<file path="src/rtl/active_list.sv">
// In-order rename record buffer: allocates records at rename, retires them in order,
// and on a flush rolls back squashed records youngest-first to repair the map table.
module active_list #(
   parameter int unsigned DEPTH     = 32,
   parameter int unsigned PHYS_REGS = 64,
   parameter int unsigned LOG_REGS  = 32,
   localparam int TAG_W = $clog2(DEPTH),
   localparam int PR_W  = $clog2(PHYS_REGS),
   localparam int LR_W  = $clog2(LOG_REGS)
) (
   input  logic             clk,
   input  logic             rst,
   input  logic             alloc_valid,
   output logic             alloc_ready,
   input  logic             alloc_uses_rw,
   input  logic [PR_W-1:0]  alloc_prev_phys,
   input  logic [LR_W-1:0]  alloc_prev_log,
   input  logic [PR_W-1:0]  alloc_new_phys,
   output logic [TAG_W-1:0] alloc_tag,
   input  logic             wb_valid,
   input  logic [TAG_W-1:0] wb_tag,
   input  logic             flush_valid,
   input  logic [TAG_W-1:0] flush_tag,
   output logic             commit_valid,
   output logic [TAG_W-1:0] commit_tag,
   output logic             free_valid,
   output logic [PR_W-1:0]  free_phys,
   output logic             restore_valid,
   output logic [LR_W-1:0]  restore_log,
   output logic [PR_W-1:0]  restore_phys,
   output logic             busy
);

   typedef enum logic {RUN, ROLLBACK} state_t;

   state_t           state, state_next;
   logic [TAG_W-1:0] head, tail, stop, tail_m1, tail_m2;
   logic [TAG_W:0]   count;
   logic [DEPTH-1:0] valid, done, uses_rw;
   logic [PR_W-1:0]  prev_phys [DEPTH];
   logic [PR_W-1:0]  new_phys  [DEPTH];
   logic [LR_W-1:0]  prev_log  [DEPTH];
   logic             do_alloc, do_pop, flush_hit;

   always_comb begin
      tail_m1       = tail - TAG_W'(1);
      tail_m2       = tail - TAG_W'(2);
      alloc_ready   = (state == RUN) && (count < (TAG_W+1)'(DEPTH));
      do_alloc      = alloc_valid && alloc_ready;
      do_pop        = (state == ROLLBACK);
      commit_valid  = (state == RUN) && (count != '0) && done[head];
      flush_hit     = (state == RUN) && flush_valid && valid[flush_tag] && (flush_tag != tail_m1);
      alloc_tag     = tail;
      commit_tag    = head;
      busy          = do_pop;
      free_valid    = 1'b0;
      free_phys     = '0;
      restore_valid = 1'b0;
      restore_log   = '0;
      restore_phys  = '0;
      // Retire frees the old mapping; rollback frees the squashed new mapping instead.
      if (commit_valid) begin
         free_valid = uses_rw[head];
         if (uses_rw[head]) free_phys = prev_phys[head];
      end else if (do_pop) begin
         free_valid    = uses_rw[tail_m1];
         restore_valid = uses_rw[tail_m1];
         if (uses_rw[tail_m1]) begin
            free_phys    = new_phys[tail_m1];
            restore_log  = prev_log[tail_m1];
            restore_phys = prev_phys[tail_m1];
         end
      end
   end

   always_comb begin
      state_next = state;
      case (state)
         RUN:      if (flush_hit) state_next = ROLLBACK;
         ROLLBACK: if (tail_m2 == stop) state_next = RUN;
         default:  state_next = RUN;
      endcase
   end

   always_ff @(posedge clk or posedge rst) begin
      if (rst) begin
         state <= RUN;
         head  <= '0;
         tail  <= '0;
         stop  <= '0;
         count <= '0;
         valid <= '0;
         done  <= '0;
      end else begin
         state <= state_next;
         if (flush_hit) stop <= flush_tag;
         // Later clears override a same-cycle writeback to a slot being removed.
         if (wb_valid && valid[wb_tag]) done[wb_tag] <= 1'b1;
         if (do_alloc) begin
            valid[tail] <= 1'b1;
            done[tail]  <= 1'b0;
         end
         if (commit_valid) begin
            valid[head] <= 1'b0;
            done[head]  <= 1'b0;
            head        <= head + TAG_W'(1);
         end
         if (do_pop) begin
            valid[tail_m1] <= 1'b0;
            done[tail_m1]  <= 1'b0;
            tail           <= tail_m1;
            count          <= count - (TAG_W+1)'(1);
         end else begin
            if (do_alloc) tail <= tail + TAG_W'(1);
            if (do_alloc && !commit_valid) count <= count + (TAG_W+1)'(1);
            else if (!do_alloc && commit_valid) count <= count - (TAG_W+1)'(1);
         end
      end
   end

   always_ff @(posedge clk) begin
      if (do_alloc) begin
         uses_rw[tail]   <= alloc_uses_rw;
         prev_phys[tail] <= alloc_prev_phys;
         prev_log[tail]  <= alloc_prev_log;
         new_phys[tail]  <= alloc_new_phys;
      end
   end

endmodule
</file>
<file path="config.mk">
export PLATFORM = sky130hd
export DESIGN_NAME = active_list
export DESIGN_NICKNAME = d
export VERILOG_FILES = /design/src/rtl/active_list.sv
export SDC_FILE = /design/constraint.sdc
export NUM_CORES = 1
export LEC_CHECK = 0
export ABC_CLOCK_PERIOD_IN_PS = 4740
export CORE_AREA = 10 10 212 254
export DETAILED_ROUTE_END_ITERATION = 16
export DIE_AREA = 0 0 222 264
export GPL_ROUTABILITY_DRIVEN = 0
export PLACE_DENSITY = 0.88
export SKIP_LAST_GASP = 1
export SYNTH_ARGS = -nofsm -noshare
export SYNTH_HDL_FRONTEND = slang
export SYNTH_SLANG_ARGS = --single-unit
</file>
<file path="constraint.sdc">
create_clock -name clk -period 4.74 [get_ports clk]
set_input_delay 0.711 -clock clk [delete_from_list [all_inputs] [get_ports clk]]
set_output_delay 0.711 -clock clk [all_outputs]
set_load 0.005 [all_outputs]
</file>
---- Yosys cells after proc, flatten, opt, wreduce, memory -nomap -nowiden ----
Memory sizes are Yosys's and may differ from the RTL's.
Index checks and enable logic that the tools add are counted.
operators by class
  add/subtract/negate cells ............... 6
  order comparisons ....................... 10
  equality and inequality tests ........... 2
  multiplexer cells ....................... 49
  bitwise logic cells ..................... 11
  reductions and logical operators ........ 19
operators by type and width
  operator                                                                       count
  32-bit 2-to-1 mux                                                              7
  32-bit AND                                                                     5
  32-bit NOT                                                                     3
  32-bit OR                                                                      2
  6-bit 2-to-1 mux                                                               10
  32-bit bitwise mux                                                             1
  5-bit by 6-bit less-than comparator with 1-bit output (second input constant)  5
  1-bit binary-select mux with 5-bit select                                      5
  5-bit 2-to-1 mux                                                               5
  1-bit demux with 5-bit select                                                  4
  5-bit by 1-bit >= comparator with 1-bit output (second input constant)         4
  1-bit 2-to-1 mux                                                               16
  1-bit logical AND                                                              14
  5-bit by 1-bit adder with 5-bit output (second input constant)                 2
  6-bit by 1-bit adder with 6-bit output (second input constant)                 1
  6-bit less-than comparator (second input constant)                             1
  6-bit nonzero test                                                             1
  6-bit by 1-bit subtractor with 6-bit output (second input constant)            1
  5-bit equality test                                                            1
  5-bit inequality test                                                          1
  5-bit by 1-bit subtractor with 5-bit output (second input constant)            1
  5-bit by 2-bit subtractor with 5-bit output (second input constant)            1
  3-bit nonzero test                                                             1
  1-bit logical NOT                                                              2
  3 further kinds                                                                3
storage, ports and cells
  flip-flop bits (word level) ............. 118
  bits in writable memories ............... 544
  bits of input ports ..................... 33
  output and inout port bits .............. 32
  logic and storage cells ................. 108
  memories kept ........................... 3
memory list
  memory     words  width  rd ports  clocked after memory_dff  wr ports  RTL line  RTL
  new_phys   32     6      1         0                         1         41        logic [PR_W-1:0] new_phys [DEPTH];
  prev_phys  32     6      2         0                         1         40        logic [PR_W-1:0] prev_phys [DEPTH];
  prev_log   32     5      1         0                         1         42        logic [LR_W-1:0] prev_log [DEPTH];

---- Depth between registers and ports, before layout ----
  depth in word-level cells ............... 12
  depth in mapped cells ................... 16
  mapped depth without buffers ............ 8

---- Worst setup path before layout ----
OpenSTA, ideal clock, no wires.
  path type ............................... flip-flop to output port
  start point ............................. reg tail[0], in the netlist alloc_tag[0]
  end point ............................... out restore_phys[2]
  arrival time ............................ 3.803 ns
  data required time ...................... 4.029 ns
  path slack .............................. 0.226 ns
  cell stages (with the launch flop) ...... 17
  path buffers ............................ 9
  cells stage by stage .................... dfrtp_1 -> buf_2 -> buf_4 -> buf_4 -> buf_2 -> buf_2 -> inv_1 -> ha_1 -> buf_2 -> buf_2 -> clkbuf_1 -> clkbuf_1 -> mux4_2 -> nor2_1 -> nor2_1 -> o22ai_1 -> nor4_1
on the way
  word-level cells in the longest chain between the ends .. 6
  elaborated cells between the ends (all ways) .. 7
  those cells by class .................... add/sub (1); mux (5); memory (1)
ends and longest elaborated chain
  item                                           RTL line  RTL
  from (decl)                                    37        logic [TAG_W-1:0] head, tail, stop, tail_m1, tail_m2;
  from (signal assigned)                         111       tail <= tail_m1;
  from (signal assigned)                         114       if (do_alloc) tail <= tail + TAG_W'(1);
  5-bit by 1-bit subtractor with 5-bit output *  46        tail_m1 = tail - TAG_W'(1);
  via tail_m1[0]                                 37
  1-bit binary-select mux with 5-bit select      68        if (uses_rw[tail_m1]) begin
  1-bit 2-to-1 mux (not written as such)         68
  6-bit 2-to-1 mux *                             68
  6-bit 2-to-1 mux *                             65        end else if (do_pop) begin
  6-bit 2-to-1 mux *                             62        if (commit_valid) begin
  to (decl)                                      30        output logic [PR_W-1:0] restore_phys,
Mark *: on every way through the listed nets, which the timed path passes. The rest lies on a longest branch. The select of a mux whose other input is x is not followed.

---- Worst setup path after layout ----
  start point ............................. reg tail[1], in the netlist alloc_tag[1]
  end point ............................... out free_phys[5]
on the way
  word-level cells in the longest chain between the ends .. 6
  elaborated cells between the ends (all ways) .. 7
  those cells by class .................... add/sub (1); mux (5); memory (1)
ends and longest elaborated chain
  item                                           RTL line  RTL
  5-bit by 1-bit subtractor with 5-bit output *  46
  1-bit binary-select mux with 5-bit select      68
  1-bit 2-to-1 mux (not written as such)         68
  6-bit 2-to-1 mux *                             68
  6-bit 2-to-1 mux *                             65
  6-bit 2-to-1 mux *                             62
  to (decl)                                      27        output logic [PR_W-1:0] free_phys,
Every way passes the cells marked *; elsewhere a longest branch is shown, timed or not. The select of a mux whose other input is x is not followed.

==> metrics.md <==
| Metric | Value |
|---|---|
| Iteration-0 DRC Markers | 3602 |
| Crit share post-route | 100% |
| DIE HEIGHT | 264 um |
| CP Capture Type | output port |
| Detail Placement HPWL | 50100 um |
| Vias per cell | 7.91 |
| Longest Clk Path Bufs | 3 |
| Routed via count | 19.0k |
| Die span in x | 222 um |
| Status | complete, no violations |
| Initial Util | 59.3% |
| Ys async rst share | 13.0% |
| Antenna Diode Count | 0 |
| Synth top area cells | edfxtp_1 (60%), mux4_2 (17%), dfrtp_1 (7.4%) |
| TNS Setup | 0 ps |
| Routed WL | 92700 um |
| Core Box Area | 0.0488 mm^2 |
| CTS tree | built |
| Slew HR | 20.7% |
| Root buffer cell | clkbuf_16 |
| Top cell type by total area after synthesis | edfxtp_1 |
| Worst Hold Class | input pin to asynchronous set/reset pin |
| Vias in the first global route | 18.8k |
| Ys Warns | 0 |
| Post-Synthesis Cells | 1603 |
| Pwr/cell area | 396 mW/mm^2 |
| Largest net degree at the start of global routing | 75 |
| Clock transition at path regs | 70 ps |
| Area Overhead vs Synth | 14.5% |
| Slew Viols, Final | 0 |
| Post-synth EDFFs | 576 |
| Initial antenna violation count | 0 |
| Boundary Pins | 65 |
| Worst VDD drop | 0.447 mV |
| Leakage | 10.8 nW |
| Final non-filler cell area | 0.0331 mm^2 |
| Place WS | 373 ps |
| Initial DRT Pass Iterations | 6 |
| Port Buf Inserts | 64 |
| Total nets after synthesis | 1652 |
| Final worst-path setup slack | 2.21 ps |
| Share of post-route cells with drive strength above 1 | 29.0% |
| Drt wl/cell | 38.5 um |
| Final Hold Vio Count | 0 |
| Die area | 0.0586 mm^2 |
| Syn_area_per_cell | 18.0 um^2 |
| Post-synth top area share | 59.8% |
| First-pass GRT wire length | 133000 um |
| Htree depth | 2 |
| Post-DRT Antenna Nets | 0 |
| Row count | 89 |
| CP Launch Type | flop |
| Hold buffers post-CTS | 0 |
| Max Cap Viol | 0 |
| Yosys reg bits | 662 |
| Unique masters post-synth | 71 |
| Seq/Total Area, Yosys | 67.2% |
| FMAX | 211 MHz |
| Global route total overflow | 0 |
| Setup CP Type | flop to output port |
| RSZ-0062 raised after global routing | true |
| Worst-Skew Late Latency | 670 ps |
| Dominant synthesized flop cell | edfxtp_1 |
| Post-Syn Area | 0.0289 mm^2 |
| Setup violations, final | 0 |
| Gr usage total | 31.0% |
| Placed cell areas | 0.0307 mm^2 |
| CTS Sinks | 662 |
| Overall Power | 13.1 mW |
| Layout Utilization | 67.9% |
| CTS Buf Count | 61 |
| Highest fanout seen on the critical path | 21 |
| Critical Path RT | 4030 ps |
| Clk_skew | 38.7 ps |
| Worst Path Arrival | 4030 ps |
| Final #Nets | 1766 |
| Remaining DRCs | 0 |
| Min cycle time layout | 4740 ps |
| Tightest Pin Transition | 1190 ps |
-- metrics by stage --
step | instances | hold WS, ps
after floorplan | 1603 | 469
after global placement | 2285 | 506
after detailed placement | 2285 | 522
after CTS | 2402 | 544
after global routing | 2406 | 566
final | 2406 | 514
-- flip-flops by register name (all words and copies together), names as in the netlist --
name	cells
stop	5
alloc_tag	5
done	32
uses_rw	32
prev_phys	192
new_phys	192
prev_log	160
commit_tag	5
valid	32
busy	1
count	6
-- synthesized netlist by cell type, types with 7 or more instances --
cell type / number
mux2_2: 16
nor2_1: 88
dfrtp_1: 86
mux4_2: 224
edfxtp_1: 576
nand2_1: 40
buf_1: 11
a211oi_1: 29
a21oi_1: 32
nor3_1: 34
xor2_1: 7
xnor2_1: 19
nand3_1: 16
o21ai_0: 9
or4_1: 12
buf_2: 31
inv_1: 12
o2bb2ai_1: 7
clkbuf_1: 67
ha_1: 16
and4_1: 8
o22ai_1: 85
a22oi_1: 33
a31oi_1: 41
-- per-layer routing --
metal	GRT usage (%)	vias up	wire length [um]
li1	-	6955	-
met1	37.6	9352	28500
met2	47.8	2175	43200
met3	9.58	538	13500
met4	19.8	0	7510
met5	0	-	0
-- worst max-delay path, stage by stage (launching register included) --
cell and delay [ps]:
dfrtp_1 380, inv_2 100, ha_4 210, xnor2_2 680, buf_4 420, nor3_1 110, a211oi_1 330, o221ai_1 210
o32ai_2 340, clkdlybuf4s50_1 570
-- layout make-up --
type,instances,area (um^2)
clock buffers,74,1610
clock inverters,41,489
fillers,2884,15700
inverters,12,46.3
multi-input cells,809,9140
flip-flops and latches,662,19500
well taps,637,797
repair buffers,171,1560
-- power breakdown --
group / leakage [nW] / switching, mW / internal [mW] / total (mW)
sequential: 6.35 / 0.00336 / 6.34 / 6.34
clock: 1.02 / 2.26 / 2.92 / 5.18
combinational: 3.40 / 0.935 / 0.652 / 1.59
total: 10.8 / 3.20 / 9.91 / 13.1
-- final timing paths --
kind,to,cells past startpoint,slack [ps],start
setup reg to reg,prev_log[3][4]$_DFFE_PP_,6,1230,alloc_tag[0]$_DFFE_PP0P_
setup / recovery,free_phys[5],9,2,alloc_tag[1]$_DFFE_PP0P_
max in group asynchronous,done[10]$_DFF_PP0_,3,3180,rst
min in group clk,count[4]$_DFFE_PP0P_,1,540,count[4]$_DFFE_PP0P_
hold reg to reg,count[4]$_DFFE_PP0P_,1,540,count[4]$_DFFE_PP0P_
hold / removal,count[2]$_DFFE_PP0P_,2,510,rst
-- cell families after synthesis --
| kind of cell | count (synthesis) | share of synthesized area [%] |
|---|---|---|
| flops | 662 | 67.2 |
| compound gates | 278 | 6.68 |
| simple gates | 246 | 4.31 |
| mux | 242 | 18.1 |
| buf+inv | 132 | 2.09 |
| xor+xnor | 27 | 0.844 |
| fa+ha+maj | 16 | 0.692 |
-- cells in the final DEF, fill, tap and decap left out, drive strengths merged, types with 33 or more instances in the layout --
cell | Yosys | layout
mux4 | 224 | 224
nor2 | 88 | 88
a21oi | 33 | 33
nor3 | 34 | 34
buf | 52 | 106
edfxtp | 576 | 576
o22ai | 85 | 85
clkdlybuf4s50 | 0 | 64
dfrtp | 86 | 86
a22oi | 33 | 33
a211oi | 33 | 33
nand2 | 40 | 40
clkbuf | 68 | 74
a31oi | 41 | 41
-- what timing repair did --
item | in CTS | in global routing
pin swaps | 0 | 1
setup endpoints to repair | 18 | 17
cloned | 1 | 0
setup buffers | 1 | 4
gates resized for setup | 14 | 23
(Power assumes the default switching activity.)
